### src/rtl/rv32i_pkg.sv
// rtl/rv32i_pkg.sv - RV32I opcode constants and hazard controller state type
package rv32i_pkg;

  localparam logic [6:0] OP_R      = 7'b0110011;
  localparam logic [6:0] OP_IMM    = 7'b0010011;
  localparam logic [6:0] OP_LOAD   = 7'b0000011;
  localparam logic [6:0] OP_STORE  = 7'b0100011;
  localparam logic [6:0] OP_BRANCH = 7'b1100011;
  localparam logic [6:0] OP_JAL    = 7'b1101111;
  localparam logic [6:0] OP_JALR   = 7'b1100111;
  localparam logic [6:0] OP_LUI    = 7'b0110111;
  localparam logic [6:0] OP_AUIPC  = 7'b0010111;

  localparam logic [31:0] NOP_IW = 32'h00000013;

  typedef enum logic [1:0] {
    ST_INIT  = 2'd0,
    ST_RUN   = 2'd1,
    ST_REDIR = 2'd2,
    ST_MWAIT = 2'd3
  } hz_state_t;

endpackage

### src/rtl/rv32i_reg_use.sv
// rtl/rv32i_reg_use.sv - source register fields and usage flags of an RV32I instruction word
module rv32i_reg_use
  import rv32i_pkg::*;
(
  input  logic [31:0] i_iw,
  output logic [4:0]  o_rs1,
  output logic [4:0]  o_rs2,
  output logic        o_rs1_used,
  output logic        o_rs2_used
);

  logic [6:0] w_opcode;
  logic       w_unused_bits;

  assign w_opcode      = i_iw[6:0];
  assign o_rs1         = i_iw[19:15];
  assign o_rs2         = i_iw[24:20];
  assign w_unused_bits = &{i_iw[31:25], i_iw[14:7]};

  always_comb begin
    o_rs1_used = 1'b0;
    o_rs2_used = 1'b0;
    case (w_opcode)
      OP_R, OP_STORE, OP_BRANCH: begin
        o_rs1_used = 1'b1;
        o_rs2_used = 1'b1;
      end
      OP_IMM, OP_LOAD, OP_JALR: o_rs1_used = 1'b1;
      OP_LUI, OP_AUIPC, OP_JAL: begin
        o_rs1_used = 1'b0;
        o_rs2_used = 1'b0;
      end
      default: begin
        o_rs1_used = 1'b0;
        o_rs2_used = 1'b0;
      end
    endcase
  end

endmodule

### src/rtl/rv32i_hazard_ctl.sv
// rtl/rv32i_hazard_ctl.sv - ID/EX/MEM stall, flush and redirect sequencing with event counters
module rv32i_hazard_ctl
  import rv32i_pkg::*;
#(
  parameter int INIT_CYCLES = 2,
  parameter int MEM_TIMEOUT = 255,
  parameter int CNT_W       = 16
) (
  input  logic             i_clk,
  input  logic             i_reset,
  input  logic [31:0]      i_id_iw,
  input  logic [31:0]      i_ex_iw,
  input  logic             i_ex_wb_en,
  input  logic [4:0]       i_ex_wb_reg,
  input  logic             i_ex_take,
  input  logic [31:0]      i_ex_target,
  input  logic             i_mem_busy,
  input  logic             i_cnt_clr,
  output logic             o_pc_sel,
  output logic [31:0]      o_pc_target,
  output logic             o_stall_if,
  output logic             o_stall_id,
  output logic             o_flush_id,
  output logic             o_bubble_ex,
  output logic             o_stall_ex,
  output logic [CNT_W-1:0] o_stall_cnt,
  output logic [CNT_W-1:0] o_flush_cnt,
  output logic             o_mem_timeout
);

  localparam int              INIT_W    = $clog2(INIT_CYCLES + 1);
  localparam logic [INIT_W-1:0] INIT_LOAD = INIT_W'(INIT_CYCLES - 1);
  localparam int              TO_W      = $clog2(MEM_TIMEOUT + 1);
  localparam logic [TO_W-1:0] TO_MAX    = TO_W'(MEM_TIMEOUT);

  hz_state_t         r_state;
  hz_state_t         w_next;
  logic [INIT_W-1:0] r_init_cnt;
  logic [TO_W-1:0]   r_to_cnt;
  logic [TO_W-1:0]   w_to_next;
  logic [CNT_W-1:0]  r_stall_cnt;
  logic [CNT_W-1:0]  r_flush_cnt;
  logic              r_mem_timeout;

  logic [4:0] w_rs1;
  logic [4:0] w_rs2;
  logic       w_rs1_used;
  logic       w_rs2_used;
  logic       w_load_use;
  logic       w_busy_rule;
  logic       w_take_rule;
  logic       w_lu_rule;
  logic       w_unused_ex;

  rv32i_reg_use u_id_use (
    .i_iw       (i_id_iw),
    .o_rs1      (w_rs1),
    .o_rs2      (w_rs2),
    .o_rs1_used (w_rs1_used),
    .o_rs2_used (w_rs2_used)
  );

  assign w_unused_ex = &i_ex_iw[31:7];
  assign w_load_use  = (i_ex_iw[6:0] == OP_LOAD) && i_ex_wb_en && (i_ex_wb_reg != 5'd0) &&
                       ((w_rs1_used && (w_rs1 == i_ex_wb_reg)) ||
                        (w_rs2_used && (w_rs2 == i_ex_wb_reg)));
  assign w_to_next   = (r_to_cnt == TO_MAX) ? TO_MAX : r_to_cnt + TO_W'(1);

  // Priority: memory freeze, then redirect (suppressed in REDIR), then load-use.
  always_comb begin
    w_next      = r_state;
    w_busy_rule = 1'b0;
    w_take_rule = 1'b0;
    w_lu_rule   = 1'b0;
    o_pc_sel    = 1'b0;
    o_stall_if  = 1'b0;
    o_stall_id  = 1'b0;
    o_flush_id  = 1'b0;
    o_bubble_ex = 1'b0;
    o_stall_ex  = 1'b0;
    if (i_reset || (r_state == ST_INIT)) begin
      o_stall_if  = 1'b1;
      o_bubble_ex = 1'b1;
      w_next      = (r_init_cnt == '0) ? ST_RUN : ST_INIT;
    end else if (i_mem_busy) begin
      w_busy_rule = 1'b1;
      o_stall_if  = 1'b1;
      o_stall_id  = 1'b1;
      o_stall_ex  = 1'b1;
      w_next      = ST_MWAIT;
    end else if (i_ex_take && (r_state != ST_REDIR)) begin
      w_take_rule = 1'b1;
      o_pc_sel    = 1'b1;
      o_flush_id  = 1'b1;
      o_bubble_ex = 1'b1;
      w_next      = ST_REDIR;
    end else begin
      w_lu_rule   = w_load_use;
      o_stall_if  = w_load_use;
      o_stall_id  = w_load_use;
      o_bubble_ex = w_load_use;
      w_next      = ST_RUN;
    end
  end

  always_ff @(posedge i_clk) begin
    if (i_reset) begin
      r_state       <= ST_INIT;
      r_init_cnt    <= INIT_LOAD;
      r_to_cnt      <= '0;
      r_stall_cnt   <= '0;
      r_flush_cnt   <= '0;
      r_mem_timeout <= 1'b0;
    end else begin
      r_state  <= w_next;
      r_to_cnt <= w_busy_rule ? w_to_next : '0;
      if ((r_state == ST_INIT) && (r_init_cnt != '0))
        r_init_cnt <= r_init_cnt - INIT_W'(1);
      if (i_cnt_clr) begin
        r_stall_cnt   <= '0;
        r_flush_cnt   <= '0;
        r_mem_timeout <= 1'b0;
      end else begin
        if ((w_busy_rule || w_lu_rule) && (r_stall_cnt != '1))
          r_stall_cnt <= r_stall_cnt + CNT_W'(1);
        if (w_take_rule && (r_flush_cnt != '1))
          r_flush_cnt <= r_flush_cnt + CNT_W'(1);
        if (w_busy_rule && (w_to_next == TO_MAX))
          r_mem_timeout <= 1'b1;
      end
    end
  end

  assign o_pc_target   = i_ex_target;
  assign o_stall_cnt   = r_stall_cnt;
  assign o_flush_cnt   = r_flush_cnt;
  assign o_mem_timeout = r_mem_timeout;

endmodule
### config.mk
export PLATFORM = sky130hd
export DESIGN_NAME = rv32i_hazard_ctl
export DESIGN_NICKNAME = d
export VERILOG_FILES = /design/src/rtl/rv32i_pkg.sv /design/src/rtl/rv32i_reg_use.sv /design/src/rtl/rv32i_hazard_ctl.sv
export SDC_FILE = /design/constraint.sdc
export NUM_CORES = 1
export LEC_CHECK = 0
export CORE_UTILIZATION = 35
export CTS_CLUSTER_DIAMETER = 80
export CTS_CLUSTER_SIZE = 8
export DETAILED_ROUTE_END_ITERATION = 6
export GPL_TIMING_DRIVEN = 0
export PLACE_DENSITY = 0.79
export SYNTH_ARGS = -nofsm -noshare
export SYNTH_HDL_FRONTEND = slang
export SYNTH_SLANG_ARGS = --single-unit
### constraint.sdc
create_clock -name i_clk -period 2.5 [get_ports i_clk]
set_input_delay 0.375 -clock i_clk [delete_from_list [all_inputs] [get_ports i_clk]]
set_output_delay 0.375 -clock i_clk [all_outputs]
set_load 0.02 [all_outputs]
==> impl_results.rst, run 1 <==
.. list-table::
   :header-rows: 1

   * - Metric
     - Value
   * - Run status
     - complete, no violations
   * - CTS Hold Buffers Added
     - 0
   * - Die width
     - 88.7 um
   * - Post-synth EDFFs
     - 0
   * - Number of buffers created by CTS
     - 5
   * - Nature of the critical path endpoint
     - output pin
   * - Detail-routed net length per standard cell
     - 12.6 um
   * - Share of flip-flops with an asynchronous set or reset
     - 0%
   * - HPWL after detailed placement
     - 5140 um
   * - Number of buffers on the longest clock path
     - 2
   * - Fill count
     - 658
   * - Latest clock arrival within the worst-skew pair
     - 300 ps
   * - DRC
     - 0
   * - Class of the tightest hold or removal check
     - in -> reg
   * - Net count after synthesis
     - 424
   * - Setup repair after global routing missed its margin
     - false
   * - Residual overflow from global routing
     - 0
   * - Prevailing post-synth register cell
     - sky130_fd_sc_hd__dfxtp_1
   * - Area growth from synthesis to final layout
     - 48.7%
   * - CTS Root Buffer Type
     - sky130_fd_sc_hd__clkbuf_8
   * - Height of the die
     - 88.7 um
   * - Top-level I/O count
     - 178
   * - Synthesis warning total
     - 0
   * - Floorplan row count
     - 31
   * - Post-detailed-route via-to-cell ratio
     - 5.04
   * - Initial Utilization
     - 36.2%
   * - Final clock skew
     - 2.72 ps
   * - Final count of negative-setup-slack endpoints
     - 0
   * - Area share of the largest cell type after synthesis
     - 34.3%
   * - Clock Sinks
     - 45
   * - Top achievable clock speed
     - 413 MHz
   * - Flip-flop and latch count after synthesis
     - 45
   * - Net total in the final layout
     - 536
   * - Length of the first detailed-routing pass in iterations
     - 4
   * - Number of buffers and inverters on the critical path
     - 3
   * - DIE AREA
     - 7860 um2
   * - Total via count in the routed design
     - 2648
   * - Worst-margin pin slew
     - 491 ps
   * - Share of post-route cells with drive strength above 1
     - 15.3%
   * - Area of the multi-input gates
     - 1400 um2
   * - Ant diodes
     - 0
   * - Placer Congestion
     - 0.806
   * - Crit Path Max Fanout
     - 7
   * - Final total power
     - 1.73 mW
   * - Total count of hold-check failures in the final report
     - 0
   * - Sequential cell area
     - 901 um2
   * - Pre-CTS setup slack
     - -501 ps
   * - All-Layer GR Usage
     - 17.0%
   * - CP Launch Type
     - primary input
   * - Data arrival at the endpoint of the critical path
     - 2050 ps
   * - Sequential cell area fraction in the yosys report
     - 34.3%
   * - Dominant delay contributor by cell family on the critical path
     - buffers and inverters
   * - Average cell area after synthesis
     - 8.40 um2
   * - Critical-path cell list
     - clkdlybuf4s50_1, and4bb_2, buf_4, clkdlybuf4s50_1
   * - Post-synthesis instance area
     - 2630 um2
   * - Minimum setup slack in the final design
     - 76.0 ps
   * - Synth area leaders
     - sky130_fd_sc_hd__dfxtp_1 (34%), sky130_fd_sc_hd__buf_4 (9.7%), sky130_fd_sc_hd__xnor2_1 (5.7%)
   * - Number of DRC markers after the initial detailed-route iteration
     - 52
   * - Count of unique library cells instantiated by Yosys
     - 46
   * - Post-Syn Instances
     - 313
   * - Final critical path time including I/O delays and setup
     - 2420 ps
   * - Port Buffers
     - 104
   * - Critical path type
     - in -> out
   * - Static leakage
     - 1.38 nW
   * - Number of max-slew violations in the final report
     - 0
   * - Final WL
     - 6600 um
   * - Number of levels the H-tree was split into
     - 2
   * - Clock tree from TritonCTS
     - done
   * - Core Footprint
     - 7250 um2
   * - Cell taking the most area after synthesis
     - sky130_fd_sc_hd__dfxtp_1
   * - Vias in the first global route
     - 2333
   * - Max-cap check violation count
     - 0
   * - Worst endpoint required time
     - 2120 ps
   * - Slowest cell on the critical path
     - sky130_fd_sc_hd__clkdlybuf4s50_1
   * - Antenna violations before repair
     - 0
   * - Relative slew slack
     - 67.0%
   * - Wire length of the first global-routing pass
     - 10400 um
   * - Post-CTS clock slew at the launch and capture registers of the worst setup and hold paths
     - 80 ps
   * - Largest vdd supply drop
     - 0.268 mV
   * - Antenna viol nets, final
     - 0
   * - Final clock period utilization by the worst path
     - 97.0%
   * - Max incr delay on CP
     - 580 ps
   * - Largest net degree at the start of global routing
     - 14
   * - Cell area power density
     - 442 nW/um2
   * - Most frequent cell on the critical path
     - sky130_fd_sc_hd__clkdlybuf4s50_1
   * - Total Negative Setup Slacks
     - 0 ps
==> logic make-up after synthesis <==
kind of cell / count (synthesis) / synth area share (%)
flops: 45 / 34.3
fa+ha+maj: 4 / 1.90
compound gates: 63 / 15.4
mux: 2 / 0.762
xor+xnor: 27 / 9.00
buf+inv: 55 / 13.4
simple gates: 117 / 25.3
==> cell type report <==
class                      instances  share of cell area (%)
clock inverter                     1                   0.128
buffer                            45                    8.07
multi-input combinational        213                    35.8
inverter                          10                   0.960
clock buffer                       7                    2.46
timing repair buffer             105                    26.4
tap                               99                    3.17
sequential                        45                    23.0
==> final timing paths <==
path,from,endpoint,depth (start not counted),slack [ps]
worst min-delay path,i_reset,r_state[1]$_SDFF_PP0_,2,370
worst max register to register,o_stall_cnt[0]$_SDFFE_PP0P_,o_stall_cnt[0]$_SDFFE_PP0P_,8,300
worst max-delay path,i_mem_busy,o_pc_sel,4,80
worst min register to register,o_mem_timeout$_SDFFE_PP0P_,o_mem_timeout$_SDFFE_PP0P_,2,480
==> what timing repair did <==
item,CTS,global route
setup endpoints to repair,3,15
pin swaps,4,2
endpoints found under the hold margin,0,0
setup buffers,1,0
resized for setup,24,3
==> flip-flops by register name, indices dropped and copies added, names as in the netlist <==
register	flops
o_mem_timeout	1
r_init_cnt	2
r_to_cnt	8
o_flush_cnt	16
r_state	2
o_stall_cnt	16
==> synthesized netlist by cell type, types with 5 or more instances <==
master                      n
sky130_fd_sc_hd__a21oi_1   24
sky130_fd_sc_hd__and3_1    10
sky130_fd_sc_hd__buf_4     34
sky130_fd_sc_hd__clkbuf_1   7
sky130_fd_sc_hd__dfxtp_1   45
sky130_fd_sc_hd__inv_1     10
sky130_fd_sc_hd__nand2_1   15
sky130_fd_sc_hd__nand3_1   18
sky130_fd_sc_hd__nand4_1    6
sky130_fd_sc_hd__nor2_1    24
sky130_fd_sc_hd__nor3_1     5
sky130_fd_sc_hd__o21ai_0   10
sky130_fd_sc_hd__o31ai_1   15
sky130_fd_sc_hd__or4_1     15
sky130_fd_sc_hd__xnor2_1   17
sky130_fd_sc_hd__xor2_1    10
==> stage by stage <==
stage / hold slack, ps / cell area, um2 / util (%) / std cells
2_1_floorplan: 463 / 2630 / - / 313
3_3_place_gp: 467 / 3790 / 52.3 / 516
3_5_place_dp: 470 / 3790 / 52.3 / 516
4_1_cts: 349 / 3910 / 53.8 / 525
5_1_grt: 387 / 3910 / 53.9 / 525
6_report: 369 / 3910 / 53.9 / 525
==> worst register-to-register path: stages, from the launching register on <==
cell and delay, ps:
sky130_fd_sc_hd__dfxtp_1 450, sky130_fd_sc_hd__ha_1 230, sky130_fd_sc_hd__and3_4 210, sky130_fd_sc_hd__and3_4 220
sky130_fd_sc_hd__a31o_4 190, sky130_fd_sc_hd__buf_6 140, sky130_fd_sc_hd__clkbuf_1 370, sky130_fd_sc_hd__o21ai_0 180
sky130_fd_sc_hd__a21oi_1 140
==> cells in the final DEF, fill, tap and decap left out, types with 3 or more instances in the layout <==
master,instances
sky130_fd_sc_hd__a21oi_1,24
sky130_fd_sc_hd__a31oi_1,3
sky130_fd_sc_hd__and3_1,10
sky130_fd_sc_hd__and4_1,3
sky130_fd_sc_hd__buf_2,4
sky130_fd_sc_hd__buf_4,36
sky130_fd_sc_hd__clkbuf_1,6
sky130_fd_sc_hd__clkbuf_8,7
sky130_fd_sc_hd__clkdlybuf4s50_1,97
sky130_fd_sc_hd__dfxtp_1,45
sky130_fd_sc_hd__dlygate4sd2_1,4
sky130_fd_sc_hd__ha_1,4
sky130_fd_sc_hd__inv_1,10
sky130_fd_sc_hd__nand2_1,14
sky130_fd_sc_hd__nand3_1,18
sky130_fd_sc_hd__nand4_1,6
sky130_fd_sc_hd__nor2_1,22
sky130_fd_sc_hd__nor3_1,5
sky130_fd_sc_hd__o21a_1,3
sky130_fd_sc_hd__o21ai_0,9
sky130_fd_sc_hd__o31ai_1,15
sky130_fd_sc_hd__or3_1,4
sky130_fd_sc_hd__or4_1,15
sky130_fd_sc_hd__xnor2_1,17
sky130_fd_sc_hd__xor2_1,10
==> power by group <==
group	switching [mW]	total, mW	internal [mW]	leakage [nW]
Sequential	0.0228	0.765	0.742	0.363
Combinational	0.243	0.474	0.231	0.961
Clock	0.239	0.489	0.250	0.0542
==> per-layer routing <==
metal	global-route usage, %	part of all wire (%)	vias to the layer above
met4	5.72	1.5	0
met5	0	0	-
li1	-	-	1317
met2	29.9	49	96
met1	20.6	43	1222
met3	3.45	6.8	13
Note: power is estimated with default switching activity, not from simulation.
==> run 2: changes to the inputs <==
--- a/config.mk
+++ b/config.mk
@@ -6,10 +6,10 @@
 export NUM_CORES = 1
 export LEC_CHECK = 0
-export CORE_UTILIZATION = 35
+export CORE_UTILIZATION = 36
 export CTS_CLUSTER_DIAMETER = 80
 export CTS_CLUSTER_SIZE = 8
 export DETAILED_ROUTE_END_ITERATION = 6
 export GPL_TIMING_DRIVEN = 0
-export PLACE_DENSITY = 0.79
+export PLACE_DENSITY = 0.83
 export SYNTH_ARGS = -nofsm -noshare
 export SYNTH_HDL_FRONTEND = slang
==> constraint.sdc (replaced) <==
create_clock -name i_clk -period 2.5 [get_ports i_clk]
set_input_delay 0.5 -clock i_clk [delete_from_list [all_inputs] [get_ports i_clk]]
set_output_delay 0.5 -clock i_clk [all_outputs]
set_load 0.02 [all_outputs]
==> impl_results.rst, run 2 (synthesized netlist as in run 1, its figures left out) <==
.. list-table::
   :header-rows: 1

   * - Metric
     - Value
   * - Residual overflow from global routing
     - 0 (unchanged)
   * - Post-CTS clock slew at the launch and capture registers of the worst setup and hold paths
     - 80 ps (about the same)
   * - Clock tree from TritonCTS
     - done
   * - Top-level I/O count
     - 178 (unchanged)
   * - Post-detailed-route via-to-cell ratio
     - 5.20 (+3.1%)
   * - Number of buffers on the longest clock path
     - 2 (unchanged)
   * - DIE AREA
     - 7650 um2 (-2.7%)
   * - Commonest non-fill, non-tap cell in the layout
     - sky130_fd_sc_hd__clkdlybuf4s50_1
   * - Total via count in the routed design
     - 2731 (+3.1%)
   * - Total count of hold-check failures in the final report
     - 0 (unchanged)
   * - Start point of the critical path
     - i_id_iw[16]
   * - CTS Hold Buffers Added
     - 0 (unchanged)
   * - Latest clock arrival within the worst-skew pair
     - 290 ps (about the same)
   * - Placer Congestion
     - 0.821 (+1.9%)
   * - Antenna viol nets, final
     - 0 (unchanged)
   * - Portion of total power attributed to combinational logic
     - 28.6% (+1.2 points)
   * - CP Launch Type
     - primary input
   * - Run status
     - complete, no violations
   * - Number of DRC markers after the initial detailed-route iteration
     - 92 (+77%)
   * - Final WL
     - 7050 um (+6.8%)
   * - Initial Utilization
     - 38.1% (+1.8 points)
   * - Area growth from synthesis to final layout
     - 50.5%
   * - Height of the die
     - 87.5 um (-1.4%)
   * - Final clock skew
     - 4.32 ps (+1.61 ps)
   * - Final clock period utilization by the worst path
     - 98.4% (+1.4 points)
   * - Final total power
     - 1.69 mW (-2.5%)
   * - All-Layer GR Usage
     - 18.1% (+1.1 points)
   * - Largest vdd supply drop
     - 0.233 mV (-13%)
   * - Number of buffers created by CTS
     - 5 (unchanged)
   * - Port Buffers
     - 104 (unchanged)
   * - Share of power burned in registers
     - 45.4% (+1.1 points)
   * - Length of the first detailed-routing pass in iterations
     - 4 (unchanged)
   * - Clock network fraction of total power
     - 25.9% (-2.4 points)
   * - Top achievable clock speed
     - 407 MHz (-1.5%)
   * - Sw frac
     - 30.5% (+1.3 points)
   * - Fill count
     - 658 (unchanged)
   * - HPWL after detailed placement
     - 5320 um (+3.4%)
   * - Worst reg-to-reg setup slack
     - 250 ps (-50 ps)
   * - Cell area power density
     - 426 nW/um2 (-3.6%)
   * - Worst-margin pin slew
     - 478 ps (-12.2 ps)
   * - Number of max-slew violations in the final report
     - 0 (unchanged)
   * - Nature of the critical path endpoint
     - output pin
   * - Final count of negative-setup-slack endpoints
     - 0 (unchanged)
   * - Share of post-route cells with drive strength above 1
     - 17.2% (+2.0 points)
   * - Number of levels the H-tree was split into
     - 2 (unchanged)
   * - Final critical path time including I/O delays and setup
     - 2460 ps (+35.9 ps)
   * - Most frequent cells in the layout
     - sky130_fd_sc_hd__clkdlybuf4s50_1 (77), sky130_fd_sc_hd__dfxtp_1 (45), sky130_fd_sc_hd__buf_4 (40), sky130_fd_sc_hd__a21oi_1 (24), sky130_fd_sc_hd__nor2_1 (23)
   * - End of the worst register-to-register path
     - o_stall_cnt[11]$_SDFFE_PP0P_
   * - Antenna violations before repair
     - 0 (unchanged)
   * - Floorplan row count
     - 30 (-3.2%)
   * - Clock Sinks
     - 45 (unchanged)
   * - Core Footprint
     - 6910 um2 (-4.8%)
   * - Wire length of the first global-routing pass
     - 11000 um (+5.4%)
   * - Class of the tightest hold or removal check
     - in -> reg
   * - CTS Root Buffer Type
     - sky130_fd_sc_hd__clkbuf_8
   * - Relative slew slack
     - 67.9% (+0.82 points)
   * - Die width
     - 87.5 um (-1.4%)
   * - Ant diodes
     - 0 (unchanged)
   * - Core Util, Final
     - 57.3% (+3.4 points)
   * - Net total in the final layout
     - 539 (+0.56%)
   * - Max-cap check violation count
     - 0 (unchanged)
   * - Worst endpoint required time
     - 2000 ps (-120 ps)
   * - Sw power
     - 0.514 mW (+1.8%)
   * - Vias in the first global route
     - 2512 (+7.7%)
   * - Crit Path Max Fanout
     - 4 (-3)
   * - Internal power component
     - 1.17 mW (-4.2%)
   * - DRC
     - 0 (unchanged)
   * - Crit path capture
     - o_stall_if
   * - Critical path type
     - in -> out
   * - Detail-routed net length per standard cell
     - 13.4 um (+6.8%)
   * - Largest net degree at the start of global routing
     - 14 (unchanged)
   * - Data arrival at the endpoint of the critical path
     - 1960 ps (-90 ps)
   * - Reg2reg path depth
     - 8 (unchanged)
   * - Static leakage
     - 1.48 nW (+7.6%)
   * - Start of the worst register-to-register path
     - o_stall_cnt[0]$_SDFFE_PP0P_
[run 2: cell count changes in the layout (fill, tap and decap cells not counted), sizes merged]
| cell | change |
|---|---|
| clkdlybuf4s50 | -20 |
| dlymetal6s2s | +7 |
| buf | +6 |
| dlygate4sd2 | +6 |
| clkdlybuf4s15 | +3 |
| clkinv | +1 |
[run 2: layout make-up]
class	count	area [um2]	area share [%]
buffer	45	314	7.94
clock buffer	6	72.6	1.83
clock inverter	2	10.0	0.253
inverter	10	37.5	0.949
multi-input combinational	213	1430	36.2
sequential	45	901	22.8
tap	96	120	3.04
timing repair buffer	108	1070	27.0
[run 2: worst min-delay path by stage]
stage	from	to	slack, ps	cells after the start
3_5_place_dp	o_mem_timeout$_SDFFE_PP0P_	o_mem_timeout$_SDFFE_PP0P_	470	2
3_3_place_gp	o_mem_timeout$_SDFFE_PP0P_	o_mem_timeout$_SDFFE_PP0P_	460	2
5_1_grt	i_reset	r_state[1]$_SDFF_PP0_	480	2
4_1_cts	i_reset	r_state[1]$_SDFF_PP0_	470	2
6_report	i_reset	r_state[1]$_SDFF_PP0_	470	2
2_1_floorplan	r_state[1]$_SDFF_PP0_	r_state[1]$_SDFF_PP0_	460	2
[run 2: per-layer routing]
layer / share of wire, % / GRT usage [%] / vias up
li1: - / - / 1332
met1: 42 / 22.0 / 1257
met2: 49 / 31.7 / 129
met3: 7.7 / 4.27 / 13
met4: 1.5 / 4.92 / 0
met5: 0 / 0 / -
[run 2: metrics by stage]
stage               std cells  hold slack [ps]  area [um2]  worst slack, ps  TNS (ps)
finish                    525              471        3960             40.2         0
global route              525              483        3960            -14.0     -14.0
CTS                       523              472        3910            -60.2     -60.2
detailed placement        513              466        3790             -763     -4920
global placement          513              456        3790             -726     -4080
floorplan                 313              463        2630              281         0
[run 2: power by group through the flow]
stage | sequential, mW | clock [mW] | combinational [mW]
2_1_floorplan | 0.776 | 0 | 0.289
3_3_place_gp | 0.779 | 0 | 0.466
3_5_place_dp | 0.781 | 0 | 0.477
4_1_cts | 0.765 | 0.450 | 0.478
5_1_grt | 0.770 | 0.480 | 0.520
6_report | 0.766 | 0.437 | 0.483
[run 2: timing repair]
item / in CTS / in global routing
buffers inserted: 2 / 2
gates resized for setup: 58 / 17
pin swaps: 12 / 18
setup endpoints to repair: 6 / 11
[run 2: critical path, stage by stage]
cell,delay (ps)
sky130_fd_sc_hd__clkdlybuf4s50_1,480
sky130_fd_sc_hd__xnor2_1,130
sky130_fd_sc_hd__nand3_1,120
sky130_fd_sc_hd__o22ai_2,210
sky130_fd_sc_hd__nand2_2,120
sky130_fd_sc_hd__o21ai_2,120
sky130_fd_sc_hd__a211o_1,170
sky130_fd_sc_hd__buf_6,120
==> run 3: changes to the inputs <==
==> constraint.sdc (replaced) <==
create_clock -name i_clk -period 2.5 [get_ports i_clk]
set_input_delay 0.25 -clock i_clk [delete_from_list [all_inputs] [get_ports i_clk]]
set_output_delay 0.25 -clock i_clk [all_outputs]
set_load 0.02 [all_outputs]
==> impl_results.rst, run 3 (synthesized netlist as in run 1, its figures left out) <==
.. list-table::
   :header-rows: 1

   * - Metric
     - Value
   * - CP Launch Type
     - primary input
   * - Number of levels the H-tree was split into
     - 2 (unchanged)
   * - Number of max-slew violations in the final report
     - 0 (unchanged)
   * - Crit Path Max Fanout
     - 4 (unchanged)
   * - DIE AREA
     - 7650 um2 (unchanged)
   * - Cell area power density
     - 430 nW/um2 (+0.87%)
   * - Residual overflow from global routing
     - 0 (unchanged)
   * - Total count of hold-check failures in the final report
     - 0 (unchanged)
   * - Number of buffers on the longest clock path
     - 2 (unchanged)
   * - Static leakage
     - 1.38 nW (-7.0%)
   * - Vias in the first global route
     - 2486 (-1.0%)
   * - Data arrival at the endpoint of the critical path
     - 2150 ps (+190 ps)
   * - Antenna violations before repair
     - 0 (unchanged)
   * - Pre-CTS setup slack
     - -263 ps (+500 ps)
   * - Clock Sinks
     - 45 (unchanged)
   * - Port Buffers
     - 104 (unchanged)
   * - Slowest cell on the critical path
     - sky130_fd_sc_hd__or4_4
   * - Final clock period utilization by the worst path
     - 95.9% (-2.4 points)
   * - Largest vdd supply drop
     - 0.232 mV (-0.41%)
   * - Total via count in the routed design
     - 2681 (-1.8%)
   * - Final critical path time including I/O delays and setup
     - 2400 ps (-61.2 ps)
   * - Antenna viol nets, final
     - 0 (unchanged)
   * - Clock tree from TritonCTS
     - done
   * - Max incr delay on CP
     - 510 ps (+30 ps)
   * - Nature of the critical path endpoint
     - output pin
   * - Die width
     - 87.5 um (unchanged)
   * - DRC
     - 0 (unchanged)
   * - Critical-path cell list
     - clkdlybuf4s50_1, or4_4, nor2_4, nor4_4, nand2_2, nand2_1, a211o_1, clkdlybuf4s15_2
   * - Relative slew slack
     - 68.0% (+0.16 points)
   * - Most frequent cells in the layout
     - sky130_fd_sc_hd__clkdlybuf4s50_1 (99), sky130_fd_sc_hd__dfxtp_1 (45), sky130_fd_sc_hd__buf_4 (34), sky130_fd_sc_hd__a21oi_1 (24), sky130_fd_sc_hd__nor2_1 (23)
   * - Wire length of the first global-routing pass
     - 10900 um (-1.1%)
   * - HPWL after detailed placement
     - 5320 um (unchanged)
   * - Post-detailed-route via-to-cell ratio
     - 5.15 (-1.1%)
   * - Latest clock arrival within the worst-skew pair
     - 290 ps (about the same)
   * - Placer Congestion
     - 0.821 (unchanged)
   * - Area growth from synthesis to final layout
     - 48.5%
   * - Number of buffers and inverters on the critical path
     - 2 (unchanged)
   * - Commonest non-fill, non-tap cell in the layout
     - sky130_fd_sc_hd__clkdlybuf4s50_1
   * - Top-level I/O count
     - 178 (unchanged)
   * - Final count of negative-setup-slack endpoints
     - 0 (unchanged)
   * - Initial Utilization
     - 38.1% (unchanged)
   * - Hold Slack
     - 225 ps (-246 ps)
   * - Top achievable clock speed
     - 417 MHz (+2.6%)
   * - Ant diodes
     - 0 (unchanged)
   * - Worst endpoint required time
     - 2250 ps (+250 ps)
   * - CTS Root Buffer Type
     - sky130_fd_sc_hd__clkbuf_8
   * - Setup repair after global routing missed its margin
     - false
   * - Number of DRC markers after the initial detailed-route iteration
     - 83 (-9.8%)
   * - Detail-routed net length per standard cell
     - 13.2 um (-1.3%)
   * - Total Negative Setup Slacks
     - 0 ps (unchanged)
   * - Core Footprint
     - 6910 um2 (unchanged)
   * - Post-CTS clock slew at the launch and capture registers of the worst setup and hold paths
     - 80 ps (about the same)
   * - Class of the tightest hold or removal check
     - in -> reg
   * - Core Util, Final
     - 56.5% (-0.74 points)
   * - Share of post-route cells with drive strength above 1
     - 14.1% (-3.1 points)
   * - Dominant delay contributor by cell family on the critical path
     - simple AND/OR/NAND/NOR gates
   * - Floorplan row count
     - 30 (unchanged)
   * - Net total in the final layout
     - 535 (-0.74%)
   * - Final WL
     - 6900 um (-2.1%)
   * - Minimum setup slack in the final design
     - 101 ps (+61.2 ps)
   * - Critical path type
     - in -> out
   * - Final clock skew
     - 4.33 ps (+0.0121 ps)
   * - Run status
     - complete, no violations
   * - Length of the first detailed-routing pass in iterations
     - 4 (unchanged)
   * - Height of the die
     - 87.5 um (unchanged)
   * - Fill count
     - 665 (+1.1%)
   * - Max-cap check violation count
     - 0 (unchanged)
   * - Worst-margin pin slew
     - 476 ps (-2.44 ps)
   * - All-Layer GR Usage
     - 17.9% (-0.18 points)
   * - Number of buffers created by CTS
     - 5 (unchanged)
   * - Largest net degree at the start of global routing
     - 14 (unchanged)
[run 3: changes by cell type in the layout (fill, tap and decap cells not counted), sizes merged]
cell | previous run | this run
buf | 48 | 38
clkbuf | 14 | 13
clkdlybuf4s15 | 3 | 1
dlygate4sd2 | 10 | 2
clkdlybuf4s50 | 77 | 99
dlymetal6s2s | 7 | 2
[run 3: area by class of cell]
| class | count | area, um2 | area share (%) |
|---|---|---|---|
| Multi-Input combinational cell | 213 | 1410 | 36.0 |
| Timing Repair Buffer | 104 | 1040 | 26.8 |
| Sequential cell | 45 | 901 | 23.1 |
| Buffer | 45 | 314 | 8.04 |
| Tap cell | 96 | 120 | 3.08 |
| Clock buffer | 6 | 72.6 | 1.86 |
| Inverter | 10 | 37.5 | 0.961 |
| Clock inverter | 2 | 10.0 | 0.256 |
[run 3: per-layer routing]
layer	routed length (um)	vias up	global-route usage [%]
li1	-	1320	-
met1	2970	1243	21.9
met2	3340	109	31.0
met3	511	9	4.27
met4	76	0	5.37
met5	0	-	0
[run 3: worst paths after layout]
kind	startpoint	endpoint	slack, ps	cells after the start
worst min register to register	o_mem_timeout$_SDFFE_PP0P_	o_mem_timeout$_SDFFE_PP0P_	470	2
worst max-delay path	i_ex_wb_reg[3]	o_stall_if	100	8
worst max register to register	o_stall_cnt[0]$_SDFFE_PP0P_	o_stall_cnt[11]$_SDFFE_PP0P_	240	8
worst min-delay path	i_reset	r_state[1]$_SDFF_PP0_	230	2
[run 3: metrics by stage]
step | instance area (um2) | instances | total power [mW]
floorplan | 2630 | 313 | 1.07
global placement | 3790 | 513 | 1.25
detailed placement | 3790 | 513 | 1.26
CTS | 3870 | 521 | 1.69
global route | 3910 | 521 | 1.76
finish | 3910 | 521 | 1.68
[run 3: where the power goes]
part	leakage (nW)	internal, mW	switching [mW]
Sequential	0.363	0.742	0.0225
Clock	0.0450	0.194	0.243
Combinational	0.971	0.234	0.242
Total	1.38	1.17	0.508
[run 3: worst register-to-register path, stage by stage, from the launching register on]
cell	delay [ps]
sky130_fd_sc_hd__dfxtp_1	370
sky130_fd_sc_hd__ha_1	270
sky130_fd_sc_hd__and3_4	200
sky130_fd_sc_hd__and3_4	190
sky130_fd_sc_hd__a31o_4	260
sky130_fd_sc_hd__buf_6	140
sky130_fd_sc_hd__clkbuf_1	220
sky130_fd_sc_hd__o31ai_1	360
sky130_fd_sc_hd__a21oi_1	130
[run 3: what timing repair did]
| item | CTS | global route |
|---|---|---|
| hold buffers | 0 | 0 |
| setup buffers | 0 | 0 |
| gates resized for setup | 5 | 8 |
| endpoints found under the setup margin | 3 | 3 |
| pin swaps | 0 | 2 |
